--- config.mk ---
export PLATFORM = sky130hd
export DESIGN_NAME = i2c_slave_ram_arbiter
export DESIGN_NICKNAME = d
export VERILOG_FILES = /design/src/rtl/i2c_slave_ram_arbiter.sv
export SDC_FILE = /design/constraint.sdc
export NUM_CORES = 1
export LEC_CHECK = 0
export CAP_MARGIN = 0
export CORE_MARGIN = 2
export CORE_UTILIZATION = 36
export DETAILED_ROUTE_END_ITERATION = 10
export PLACE_DENSITY = 0.75
export SLEW_MARGIN = 20
export SYNTH_ARGS = -nofsm -noshare
export SYNTH_HDL_FRONTEND = slang
export SYNTH_SLANG_ARGS = --single-unit
export TNS_END_PERCENT = 5
--- constraint.sdc ---
create_clock -name clk -period 1.6 [get_ports clk]
set_input_delay 0.32 -clock clk [delete_from_list [all_inputs] [get_ports clk]]
set_output_delay 0.32 -clock clk [all_outputs]
set_load 0.05 [all_outputs]
--- src/rtl/i2c_slave_ram_arbiter.sv ---
// Arbitrates one single-port RAM between an I2C master reader, two writers
// (I2C master, menu controller) and a background clear sweep.
module i2c_slave_ram_arbiter #(
  parameter int                ADDR_W     = 5,
  parameter int                DATA_W     = 8,
  parameter logic [DATA_W-1:0] CLEAR_CHAR = 8'h20
) (
  input  logic              clk,
  input  logic              reset,
  input  logic              rd_req,
  input  logic [ADDR_W-1:0] rd_addr,
  output logic              rd_ack,
  output logic              rd_valid,
  output logic [DATA_W-1:0] rd_data,
  input  logic              mw_req,
  input  logic [ADDR_W-1:0] mw_addr,
  input  logic [DATA_W-1:0] mw_data,
  output logic              mw_ack,
  input  logic              uw_req,
  input  logic [ADDR_W-1:0] uw_addr,
  input  logic [DATA_W-1:0] uw_data,
  output logic              uw_ack,
  input  logic              clr_start,
  output logic              clr_busy,
  output logic              clr_done,
  output logic [ADDR_W-1:0] ram_addr,
  output logic [DATA_W-1:0] ram_wdata,
  output logic              ram_we,
  output logic              ram_re,
  input  logic [DATA_W-1:0] ram_rdata
);

  typedef enum logic [0:0] {
    ST_IDLE  = 1'b0,
    ST_CLEAR = 1'b1
  } state_t;

  state_t              state_q;
  logic [ADDR_W-1:0]   cnt_q;
  logic                rr_mw_last_q;
  logic                rd_ack_q, mw_ack_q, uw_ack_q;
  logic                rd_pend_q, rd_valid_q;
  logic [DATA_W-1:0]   rd_data_q;
  logic                ram_we_q, ram_re_q;
  logic [ADDR_W-1:0]   ram_addr_q;
  logic [DATA_W-1:0]   ram_wdata_q;
  logic                clr_busy_q, clr_done_q;

  logic                grant_rd_d, grant_mw_d, grant_uw_d, grant_clr_d;
  logic                mw_elig_d, uw_elig_d, last_clr_d;

  // Grant selection; a requester acked in the current cycle sits out this edge.
  always_comb begin
    grant_rd_d  = rd_req & ~rd_ack_q;
    mw_elig_d   = mw_req & ~mw_ack_q;
    uw_elig_d   = uw_req & ~uw_ack_q;
    grant_mw_d  = 1'b0;
    grant_uw_d  = 1'b0;
    if (grant_rd_d) begin
      grant_mw_d = 1'b0;
      grant_uw_d = 1'b0;
    end else if (mw_elig_d && uw_elig_d) begin
      grant_mw_d = ~rr_mw_last_q;
      grant_uw_d = rr_mw_last_q;
    end else begin
      grant_mw_d = mw_elig_d;
      grant_uw_d = uw_elig_d;
    end
    grant_clr_d = (state_q == ST_CLEAR) & ~grant_rd_d & ~grant_mw_d & ~grant_uw_d;
    last_clr_d  = grant_clr_d & (cnt_q == {ADDR_W{1'b1}});
  end

  // Registered RAM port, acks, read-return pipeline and the clear FSM.
  always_ff @(posedge clk) begin
    if (reset) begin
      state_q      <= ST_IDLE;
      cnt_q        <= {ADDR_W{1'b0}};
      rr_mw_last_q <= 1'b0;
      rd_ack_q     <= 1'b0;
      mw_ack_q     <= 1'b0;
      uw_ack_q     <= 1'b0;
      rd_pend_q    <= 1'b0;
      rd_valid_q   <= 1'b0;
      rd_data_q    <= {DATA_W{1'b0}};
      ram_we_q     <= 1'b0;
      ram_re_q     <= 1'b0;
      ram_addr_q   <= {ADDR_W{1'b0}};
      ram_wdata_q  <= {DATA_W{1'b0}};
      clr_busy_q   <= 1'b0;
      clr_done_q   <= 1'b0;
    end else begin
      rd_ack_q <= grant_rd_d;
      mw_ack_q <= grant_mw_d;
      uw_ack_q <= grant_uw_d;
      ram_re_q <= grant_rd_d;
      ram_we_q <= grant_mw_d | grant_uw_d | grant_clr_d;

      if (grant_rd_d) begin
        ram_addr_q <= rd_addr;
      end else if (grant_mw_d) begin
        ram_addr_q  <= mw_addr;
        ram_wdata_q <= mw_data;
      end else if (grant_uw_d) begin
        ram_addr_q  <= uw_addr;
        ram_wdata_q <= uw_data;
      end else if (grant_clr_d) begin
        ram_addr_q  <= cnt_q;
        ram_wdata_q <= CLEAR_CHAR;
      end else begin
        ram_addr_q  <= ram_addr_q;
        ram_wdata_q <= ram_wdata_q;
      end

      if (grant_mw_d || grant_uw_d) begin
        rr_mw_last_q <= grant_mw_d;
      end else begin
        rr_mw_last_q <= rr_mw_last_q;
      end

      // RAM returns data one cycle after ram_re; capture it the cycle after that.
      rd_pend_q  <= ram_re_q;
      rd_valid_q <= rd_pend_q;
      if (rd_pend_q) begin
        rd_data_q <= ram_rdata;
      end else begin
        rd_data_q <= rd_data_q;
      end

      clr_done_q <= last_clr_d;

      case (state_q)
        ST_IDLE: begin
          if (clr_start) begin
            state_q    <= ST_CLEAR;
            cnt_q      <= {ADDR_W{1'b0}};
            clr_busy_q <= 1'b1;
          end else begin
            state_q    <= ST_IDLE;
            clr_busy_q <= 1'b0;
          end
        end
        ST_CLEAR: begin
          if (last_clr_d) begin
            state_q    <= ST_IDLE;
            cnt_q      <= {ADDR_W{1'b0}};
            clr_busy_q <= 1'b0;
          end else if (grant_clr_d) begin
            cnt_q      <= cnt_q + ADDR_W'(1'b1);
            clr_busy_q <= 1'b1;
          end else begin
            clr_busy_q <= 1'b1;
          end
        end
        default: begin
          state_q    <= ST_IDLE;
          cnt_q      <= {ADDR_W{1'b0}};
          clr_busy_q <= 1'b0;
        end
      endcase
    end
  end

  assign rd_ack    = rd_ack_q;
  assign rd_valid  = rd_valid_q;
  assign rd_data   = rd_data_q;
  assign mw_ack    = mw_ack_q;
  assign uw_ack    = uw_ack_q;
  assign clr_busy  = clr_busy_q;
  assign clr_done  = clr_done_q;
  assign ram_addr  = ram_addr_q;
  assign ram_wdata = ram_wdata_q;
  assign ram_we    = ram_we_q;
  assign ram_re    = ram_re_q;

endmodule
==> qor.txt, run 1 <==
status - completed
Hold-fix buffers, CTS - 0
P_int - 1.66 mW
global-route wire length before repair - 6880 µm
pin count of the biggest net entering global routing - 14
Rows - 23
Fill cells - 368
CTS tree - yes
CP Launch Type - flip-flop
most common cell after layout, fill and taps aside - buf_4
Hold Violations, Final - 0
multi-input logic area - 797 µm²
clock latency on the worst-skew pair - 0.29 ns
Seq/Total Area, Yosys - 45.9%
final weighted congestion in routability-driven placement - 0.766
Layout area overhead - 67.5%
root buf cell - clkbuf_8
Clock power frac - 33.9%
Bufs and invs on worst path - 0
Synth Register Bits - 35
CP top delay family - simple AND/OR/NAND/NOR gates
final worst slack - 0.0445 ns
Die W - 69.1 µm
NetSw - 0.677 mW
layout cell share with drive strength beyond 1 - 30.4%
Slowest-stage cell, CP - or4_4
Final Cycle Share - 97.2%
critical path class - flip-flop to flip-flop
most frequent cells in the layout - buf_4 (52), clkdlybuf4s50_1 (44), dfxtp_1 (31)
Clk pin slew, worst setup/hold paths - 0.07 ns
Sw Share - 29.0%
sequential cell area - 706 µm²
sequential share of power - 41.0%
DRC - 0
Post-synth EDFFs - 0
Wirelength per Cell - 13.5 µm
cell area after layout - 2550 µm²
Comb pwr share - 25.2%
setup violators final - 0
Placed Area - 2380 µm²
Max H-tree Level - 2
Min-Delay Path Class - flip-flop to flip-flop
dpl cells - 299
hpwl dp - 3090 µm
Final min period - 1.56 ns
Slew Viols, Final - 0
Arr. time, crit path - 1.78 ns
Post-Syn Area - 1530 µm²
vias in the first global route - 1,543
worst-path fanout max - 4
Top cell by count, worst path - ha_4
most used flip-flop cell after synthesis - dfxtp_1
routed vias/inst - 5.09
Worst EP required - 1.83 ns
Pleak - 1.03 nW
Port-buffer cells - 73
I/O pin count - 74
worst stage delay on the critical path - 0.51 ns
Setup Skew - 0.00623 ns
fmax - 0.643 GHz
warnings from Yosys - 0
Layout Utilization - 63.4%
Synth top area share - 45.9%
Yosys top cell by area - dfxtp_1
initial DRC count - 86
Critical Path End Type - flip-flop
synth top area cells - dfxtp_1 (46%), mux2i_1 (5.3%), nor2_1 (4.7%), a311oi_1 (2.9%), o221ai_1 (2.9%)
FFs w/ async S/R, synth - 0%
WL final - 4140 µm
Initial Util - 37.9%
Slew headroom - 66.0%
RSZ-0062 raised after global routing - true
Num Clock Sinks - 35
TritonRoute pass-1 iters - 4
Core ar. - 4030 µm²
Netlist cell types - 40
DRT antenna net count - 0
Post-Syn Area per Cell - 9.47 µm²
die area - 4770 µm²
All-Layer GR Usage - 17.2%
TritonCTS Buffers - 5
nets - 303
PwrDens - 913 nW/µm²
post-place setup slack - -0.248 ns
Post-Synthesis Cells - 161
vias - 1,564
Die H - 69.1 µm
Post-Syn Nets - 208
crit-path cells - ha_4 > and3_4 > ha_4 > or4_4 > a21oi_2
fin cells - 307
number of diodes - 0
Max rail drop VDD - 0.495 mV
initial antenna violation count - 0
GRT overflow - 0
Tightest Pin Transition - 0.510 ns
CTS max path bufs - 2
Max Cap Viol - 0
[stage by stage]
stage                     hold WS, ns  TNS, ns  total power [mW]
after detailed placement        0.455    -3.71              1.55
final                           0.472        0              2.33
after floorplan                 0.458   -0.307              1.29
after global placement          0.455    -2.95              1.55
after CTS                       0.476        0              2.35
after global routing            0.488  -0.0584              2.43
[what timing repair did]
item / in CTS / in global routing
pin swaps: 0 / 3
gates resized for setup: 2 / 12
setup buffers: 0 / 0
setup endpoints to repair: 2 / 9
endpoints found under the hold margin: 0 / 0
[power groups by stage]
| stage | clock network (mW) | logic [mW] | registers [mW] |
|---|---|---|---|
| finish | 0.791 | 0.587 | 0.956 |
| global placement | 0 | 0.575 | 0.973 |
| detailed placement | 0 | 0.582 | 0.973 |
| global route | 0.837 | 0.626 | 0.962 |
| CTS | 0.815 | 0.583 | 0.954 |
| floorplan | 0 | 0.167 | 1.12 |
[metal layers]
metal	track usage (%)	up-vias	share of wire [%]	wire length, µm
li1	-	785	-	-
met1	21.8	721	44	1820
met5	0	-	0	0
met3	6.73	5	8.0	331
met4	3.92	0	0.82	34
met2	27.8	53	47	1950
[kinds of logic after synthesis]
group                      share of synthesized area, %
AOI/OAI and AO/OA                                  21.7
muxes                                              5.25
adders and majority gates                          1.64
DFF                                                45.9
buffers and inverters                              5.50
and+or+nand+nor                                    19.9
[worst register-to-register path, stage by stage, from the launching register on]
cell	delay, ns
dfxtp_2	0.34
ha_4	0.16
and3_4	0.18
ha_4	0.17
or4_4	0.51
a21oi_2	0.14
[synthesized netlist by cell type (all sizes together), types with 2 or more instances]
master and number:
a22oi 5, a221o 2, a31oi 6, nor2 19
nor2b 2, dfxtp 35, clkbuf 3, or4 2
o21ai 4, nand2b 6, and3 3, ha 2
a311oi 5, mux2i 8, and2b 2, inv 7
o2bb2ai 5, buf 6, o221ai 5, nand4 2
a21oi 8, nand3 5, nand2 8
[sequential cells by signal, summed over array words and instances, names as in the netlist, 5 cells and up]
register and flops:
cnt_q 5, ram_addr 5, ram_wdata 8, rd_data 8
[cell type report]
| cell class | instances | area share [%] |
|---|---|---|
| clock buffer | 5 | 2.69 |
| clock inverter | 3 | 1.71 |
| inverter | 7 | 1.03 |
| multi-input combinational | 110 | 31.2 |
| sequential | 35 | 27.6 |
| tap | 50 | 2.45 |
| timing repair buffer | 97 | 33.3 |
[path summary, 6_finish.rpt]
kind	from	to	slack (ns)	cells past startpoint
max reg2reg	cnt_q[1]$_SDFFE_PP0P_	cnt_q[3]$_SDFFE_PP0P_	0.04	5
max	cnt_q[1]$_SDFFE_PP0P_	cnt_q[3]$_SDFFE_PP0P_	0.04	5
min	ram_wdata[3]$_SDFFE_PP0P_	ram_wdata[3]$_SDFFE_PP0P_	0.47	1
min reg2reg	ram_wdata[3]$_SDFFE_PP0P_	ram_wdata[3]$_SDFFE_PP0P_	0.47	1
(Power assumes the default switching activity.)
==> run 2, diff against run 1 <==
--- a/config.mk
+++ b/config.mk
@@ -9,7 +9,9 @@
 export CORE_MARGIN = 2
 export CORE_UTILIZATION = 36
 export DETAILED_ROUTE_END_ITERATION = 10
+export MAX_ROUTING_LAYER = met4
 export PLACE_DENSITY = 0.75
+export RECOVER_POWER = 100
 export SLEW_MARGIN = 20
 export SYNTH_ARGS = -nofsm -noshare
 export SYNTH_HDL_FRONTEND = slang
==> qor.txt, run 2 (synthesis results as in run 1) <==
Die H - 69.1 µm (unchanged)
GRT Max-Usage Layer - met2
DRT antenna net count - 0 (unchanged)
hpwl dp - 3090 µm (unchanged)
CP top delay family - simple AND/OR/NAND/NOR gates
number of diodes - 0 (unchanged)
CP Launch Type - flip-flop
initial antenna violation count - 0 (unchanged)
Fill cells - 403 (+9.5%)
Top cell by count, worst path - ha_4
initial DRC count - 76 (-12%)
Hold-fix buffers, CTS - 0 (unchanged)
nets - 303 (unchanged)
Rows - 23 (unchanged)
Hold Violations, Final - 0 (unchanged)
final weighted congestion in routability-driven placement - 0.776 (+1.3%)
Initial Util - 37.9% (unchanged)
WL final - 4150 µm (+0.24%)
Pleak - 0.923 nW (-10%)
Critical Path End Type - flip-flop
Clk pin slew, worst setup/hold paths - 0.07 ns (about the same)
PwrDens - 938 nW/µm² (+2.7%)
Bufs and invs on worst path - 0 (unchanged)
routed vias/inst - 5.08 (-0.26%)
most frequent cells in the layout - clkdlybuf4s50_1 (43), dfxtp_1 (32), clkbuf_1 (24)
global-route wire length before repair - 6880 µm (unchanged)
Min-Delay Path Class - flip-flop to flip-flop
pin count of the biggest net entering global routing - 14 (unchanged)
Max H-tree Level - 2 (unchanged)
Layout area overhead - 60.3%
setup violators final - 0 (unchanged)
Layout Utilization - 60.7% (-2.7 points)
Arr. time, crit path - 1.80 ns (+0.02 ns)
Slew Viols, Final - 0 (unchanged)
setup bufs post-CTS - 0 (unchanged)
GRT overflow - 0 (unchanged)
root buf cell - clkbuf_8
Wirelength per Cell - 13.5 µm (+0.24%)
most common cell after layout, fill and taps aside - clkdlybuf4s50_1
GR Util met2 - 27.8% (unchanged)
Global Route met3 Usage - 6.58% (-0.15 points)
CTS tree - yes
TritonRoute pass-1 iters - 4 (unchanged)
All-Layer GR Usage - 17.7% (+0.49 points)
Slowest-stage cell, CP - or4_4
Core ar. - 4030 µm² (unchanged)
Slew headroom - 58.3% (-7.6 points)
worst-path fanout max - 4 (unchanged)
Worst EP required - 1.83 ns (about the same)
Tightest Pin Transition - 0.628 ns (+0.118 ns)
Final min period - 1.57 ns (+0.0138 ns)
DRC - 0 (unchanged)
RSZ-0062 raised after global routing - true
status - completed
Max Cap Viol - 0 (unchanged)
fmax - 0.637 GHz (-0.88%)
crit-path cells - ha_4 > and3_4 > ha_4 > or4_4 > a21oi_2
Die W - 69.1 µm (unchanged)
die area - 4770 µm² (unchanged)
critical path class - flip-flop to flip-flop
Global Route met1 Usage - 21.8% (+0.091 points)
vias - 1,560 (-0.26%)
Port-buffer cells - 73 (unchanged)
total power - 2.29 mW (-1.8%)
Num Clock Sinks - 35 (unchanged)
TritonCTS Buffers - 5 (unchanged)
vias in the first global route - 1,543 (unchanged)
I/O pin count - 74 (unchanged)
Max rail drop VDD - 0.492 mV (-0.63%)
worst stage delay on the critical path - 0.51 ns (about the same)
Final Cycle Share - 98.1% (+0.87 points)
clock latency on the worst-skew pair - 0.29 ns (about the same)
CTS max path bufs - 2 (unchanged)
Setup Skew - 0.00634 ns (+0.000105 ns)
layout cell share with drive strength beyond 1 - 20.2% (-10 points)
==> run 2: final cells by class <==
| class | count | area (µm²) | area share [%] |
|---|---|---|---|
| timing repair buffer | 97 | 743 | 30.4 |
| clock buffer | 5 | 68.8 | 2.81 |
| sequential | 35 | 704 | 28.8 |
| clock inverter | 3 | 43.8 | 1.79 |
| tap | 50 | 62.6 | 2.56 |
| inverter | 7 | 26.3 | 1.07 |
| multi-input combinational | 110 | 796 | 32.5 |
==> run 2: what timing repair did <==
item,CTS,global route
gates resized for setup,2,12
endpoints found under the hold margin,0,0
pin swaps,0,3
setup endpoints to repair,2,9
==> run 2: report_power, final <==
group	switching [mW]	internal, mW	leakage, nW
clock network	0.327	0.463	0.0581
logic	0.315	0.232	0.577
registers	0.0337	0.921	0.288
total	0.676	1.62	0.923
==> run 2: path summary, 6_finish.rpt <==
check	from	endpoint	slack, ns	depth (start not counted)
max	cnt_q[1]$_SDFFE_PP0P_	cnt_q[3]$_SDFFE_PP0P_	0.03	5
min reg2reg	ram_wdata[0]$_SDFFE_PP0P_	ram_wdata[0]$_SDFFE_PP0P_	0.47	1
max reg2reg	cnt_q[1]$_SDFFE_PP0P_	cnt_q[3]$_SDFFE_PP0P_	0.03	5
min	ram_wdata[0]$_SDFFE_PP0P_	ram_wdata[0]$_SDFFE_PP0P_	0.47	1
==> run 2: metal layers <==
metal	vias to the layer above	share of wire (%)
met4	0	0.82
met1	716	45
met5	-	0
met2	49	47
li1	790	-
met3	5	7.4
==> run 2: through the flow <==
stage	setup WS (ns)	std cells	hold WS [ns]	TNS, ns	area (µm²)
6_report	0.0307	307	0.468	0	2440
3_3_place_gp	-0.177	299	0.455	-2.95	2380
5_1_grt	-0.0310	307	0.487	-0.0938	2440
3_5_place_dp	-0.248	299	0.455	-3.71	2380
4_1_cts	0.0345	307	0.476	0	2500
2_1_floorplan	-0.0781	161	0.458	-0.307	1530
==> run 3, diff against run 2 <==
--- a/config.mk
+++ b/config.mk
@@ -6,6 +6,7 @@
 export NUM_CORES = 1
 export LEC_CHECK = 0
 export CAP_MARGIN = 0
+export CORE_ASPECT_RATIO = 1.75
 export CORE_MARGIN = 2
 export CORE_UTILIZATION = 36
 export DETAILED_ROUTE_END_ITERATION = 10
==> qor.txt, run 3 (synthesis results as in run 1) <==
status - completed
Final min period - 1.58 ns (+0.0131 ns)
fmax - 0.632 GHz (-0.83%)
Sw Share - 31.9% (+2.4 points)
Slew Viols, Final - 0 (unchanged)
Min-Delay Path Class - flip-flop to flip-flop
Max H-tree Level - 2 (unchanged)
Clk pin slew, worst setup/hold paths - 0.08 ns (about the same)
Max rail drop VDD - 0.766 mV (+56%)
WHS Endpoint - ram_wdata[4]$_SDFFE_PP0P_
Slew headroom - 59.2% (+0.89 points)
worst-path fanout max - 3 (-1)
vias - 1,568 (+0.51%)
Initial Util - 37.1% (-0.76 points)
Layout Utilization - 57.9% (-2.7 points)
RSZ-0062 raised after global routing - true
nets - 303 (unchanged)
critical path class - flip-flop to flip-flop
Layout area overhead - 56.2%
sequential share of power - 44.9% (+3.3 points)
clock latency on the worst-skew pair - 0.30 ns (about the same)
All-Layer GR Usage - 19.5% (+1.7 points)
die area - 4790 µm² (+0.43%)
Setup TNS Final - 0 ns (unchanged)
layout cell share with drive strength beyond 1 - 17.9% (-2.3 points)
number of diodes - 0 (unchanged)
GRT overflow - 0 (unchanged)
initial DRC count - 48 (-37%)
Setup Skew - 0.00837 ns (+0.00203 ns)
fin cells - 306 (-0.33%)
Clock power frac - 29.9% (-4.6 points)
Hold-fix buffers, CTS - 0 (unchanged)
Die W - 53.2 µm (-23%)
NetSw - 0.680 mW (+0.64%)
Wirelength per Cell - 13.8 µm (+2.4%)
Core ar. - 4110 µm² (+2.0%)
DRC - 0 (unchanged)
TritonCTS Buffers - 5 (unchanged)
setup violators final - 0 (unchanged)
vias in the first global route - 1,554 (+0.71%)
root buf cell - clkbuf_8
reg-to-reg critical path startpoint - cnt_q[0]$_SDFFE_PP0P_
DRT antenna net count - 0 (unchanged)
most frequent cells in the layout - clkdlybuf4s50_1 (43), dfxtp_1 (32), clkbuf_1 (25)
dpl cells - 298 (-0.33%)
total power - 2.13 mW (-7.1%)
Pleak - 0.906 nW (-1.8%)
R2R depth - 5 (unchanged)
CTS max path bufs - 2 (unchanged)
Num Clock Sinks - 35 (unchanged)
Hold Violations, Final - 0 (unchanged)
Final Cycle Share - 98.9% (+0.82 points)
TritonRoute pass-1 iters - 5 (+1)
min-delay src - ram_wdata[4]$_SDFFE_PP0P_
Tightest Pin Transition - 0.615 ns (-0.0134 ns)
Arr. time, crit path - 1.82 ns (+0.02 ns)
P_int - 1.45 mW (-10%)
final worst slack - 0.0176 ns (-0.0131 ns)
hpwl dp - 3280 µm (+6.3%)
global-route wire length before repair - 6870 µm (-0.10%)
setup bufs post-CTS - 0 (unchanged)
CTS tree - yes
PwrDens - 894 nW/µm² (-4.6%)
Die H - 90.1 µm (+30%)
Critical Path End Type - flip-flop
Worst EP required - 1.83 ns (about the same)
WL final - 4230 µm (+2.0%)
post-place setup slack - -0.274 ns (-0.0266 ns)
Max Cap Viol - 0 (unchanged)
initial antenna violation count - 0 (unchanged)
Port-buffer cells - 73 (unchanged)
Hold Crit Depth - 1 (unchanged)
most common cell after layout, fill and taps aside - clkdlybuf4s50_1
Worst R2R End - cnt_q[3]$_SDFFE_PP0P_
Rows - 31 (+35%)
R2R setup slack - 0.02 ns (about the same)
CP Launch Type - flip-flop
Comb pwr share - 25.2% (+1.3 points)
I/O pin count - 74 (unchanged)
pin count of the biggest net entering global routing - 17 (+3)
routed vias/inst - 5.12 (+0.84%)
final weighted congestion in routability-driven placement - 0.930 (+20%)
-- run 3: area by class of cell --
class                      count  area [µm²]
clock buffer                   6        72.6
clock inverter                 2        12.5
fill                         408        1730
inverter                       7        26.3
multi-input combinational    110         769
sequential                    35         704
tap                           49        61.3
timing repair buffer          97         736
-- run 3: critical path, cell delays in order (launching register included) --
cell and delay [ns]:
dfxtp_2 0.33, ha_1 0.20, and3_4 0.19, ha_4 0.16, or4_4 0.49, a21oi_1 0.15
-- run 3: timing repair --
item                                    CTS  global route
pin swaps                                 0             2
resized for setup                         1             6
endpoints found under the setup margin    2             8
-- run 3: worst max path at each step --
stage	startpoint	endpoint	slack, ns	cells after the start
after global placement	uw_req	ram_addr[3]$_SDFFE_PP0P_	-0.19	5
after floorplan	mw_ack$_SDFF_PP0_	ram_addr[4]$_SDFFE_PP0P_	-0.08	4
final	cnt_q[0]$_SDFFE_PP0P_	cnt_q[3]$_SDFFE_PP0P_	0.02	5
after CTS	cnt_q[0]$_SDFFE_PP0P_	cnt_q[3]$_SDFFE_PP0P_	0.002	5
after detailed placement	uw_req	ram_addr[3]$_SDFFE_PP0P_	-0.27	5
after global routing	cnt_q[0]$_SDFFE_PP0P_	cnt_q[3]$_SDFFE_PP0P_	-0.04	5
-- run 3: per-layer routing --
layer  part of all wire (%)  up-vias  global-route usage [%]  wire, µm
met3                    6.6        5                    4.49       279
met2                     55       62                    33.4      2340
met1                     37      715                    21.0      1560
li1                       -      786                       -         -
met4                    1.4        0                    6.62        58
met5                      0        -                       -         0
-- run 3: stage by stage --
step | hold slack, ns | cell area [µm²]
3_5_place_dp | 0.447 | 2380
4_1_cts | 0.469 | 2470
6_report | 0.461 | 2380
5_1_grt | 0.501 | 2380
2_1_floorplan | 0.458 | 1530
3_3_place_gp | 0.460 | 2380
-- run 3: power groups by stage --
| stage | sequential [mW] | clock [mW] | combinational (mW) |
|---|---|---|---|
| 3_5_place_dp | 0.975 | 0 | 0.580 |
| 4_1_cts | 0.956 | 0.652 | 0.581 |
| 3_3_place_gp | 0.974 | 0 | 0.575 |
| 5_1_grt | 0.961 | 0.684 | 0.577 |
| 2_1_floorplan | 1.12 | 0 | 0.167 |
| 6_report | 0.956 | 0.637 | 0.537 |
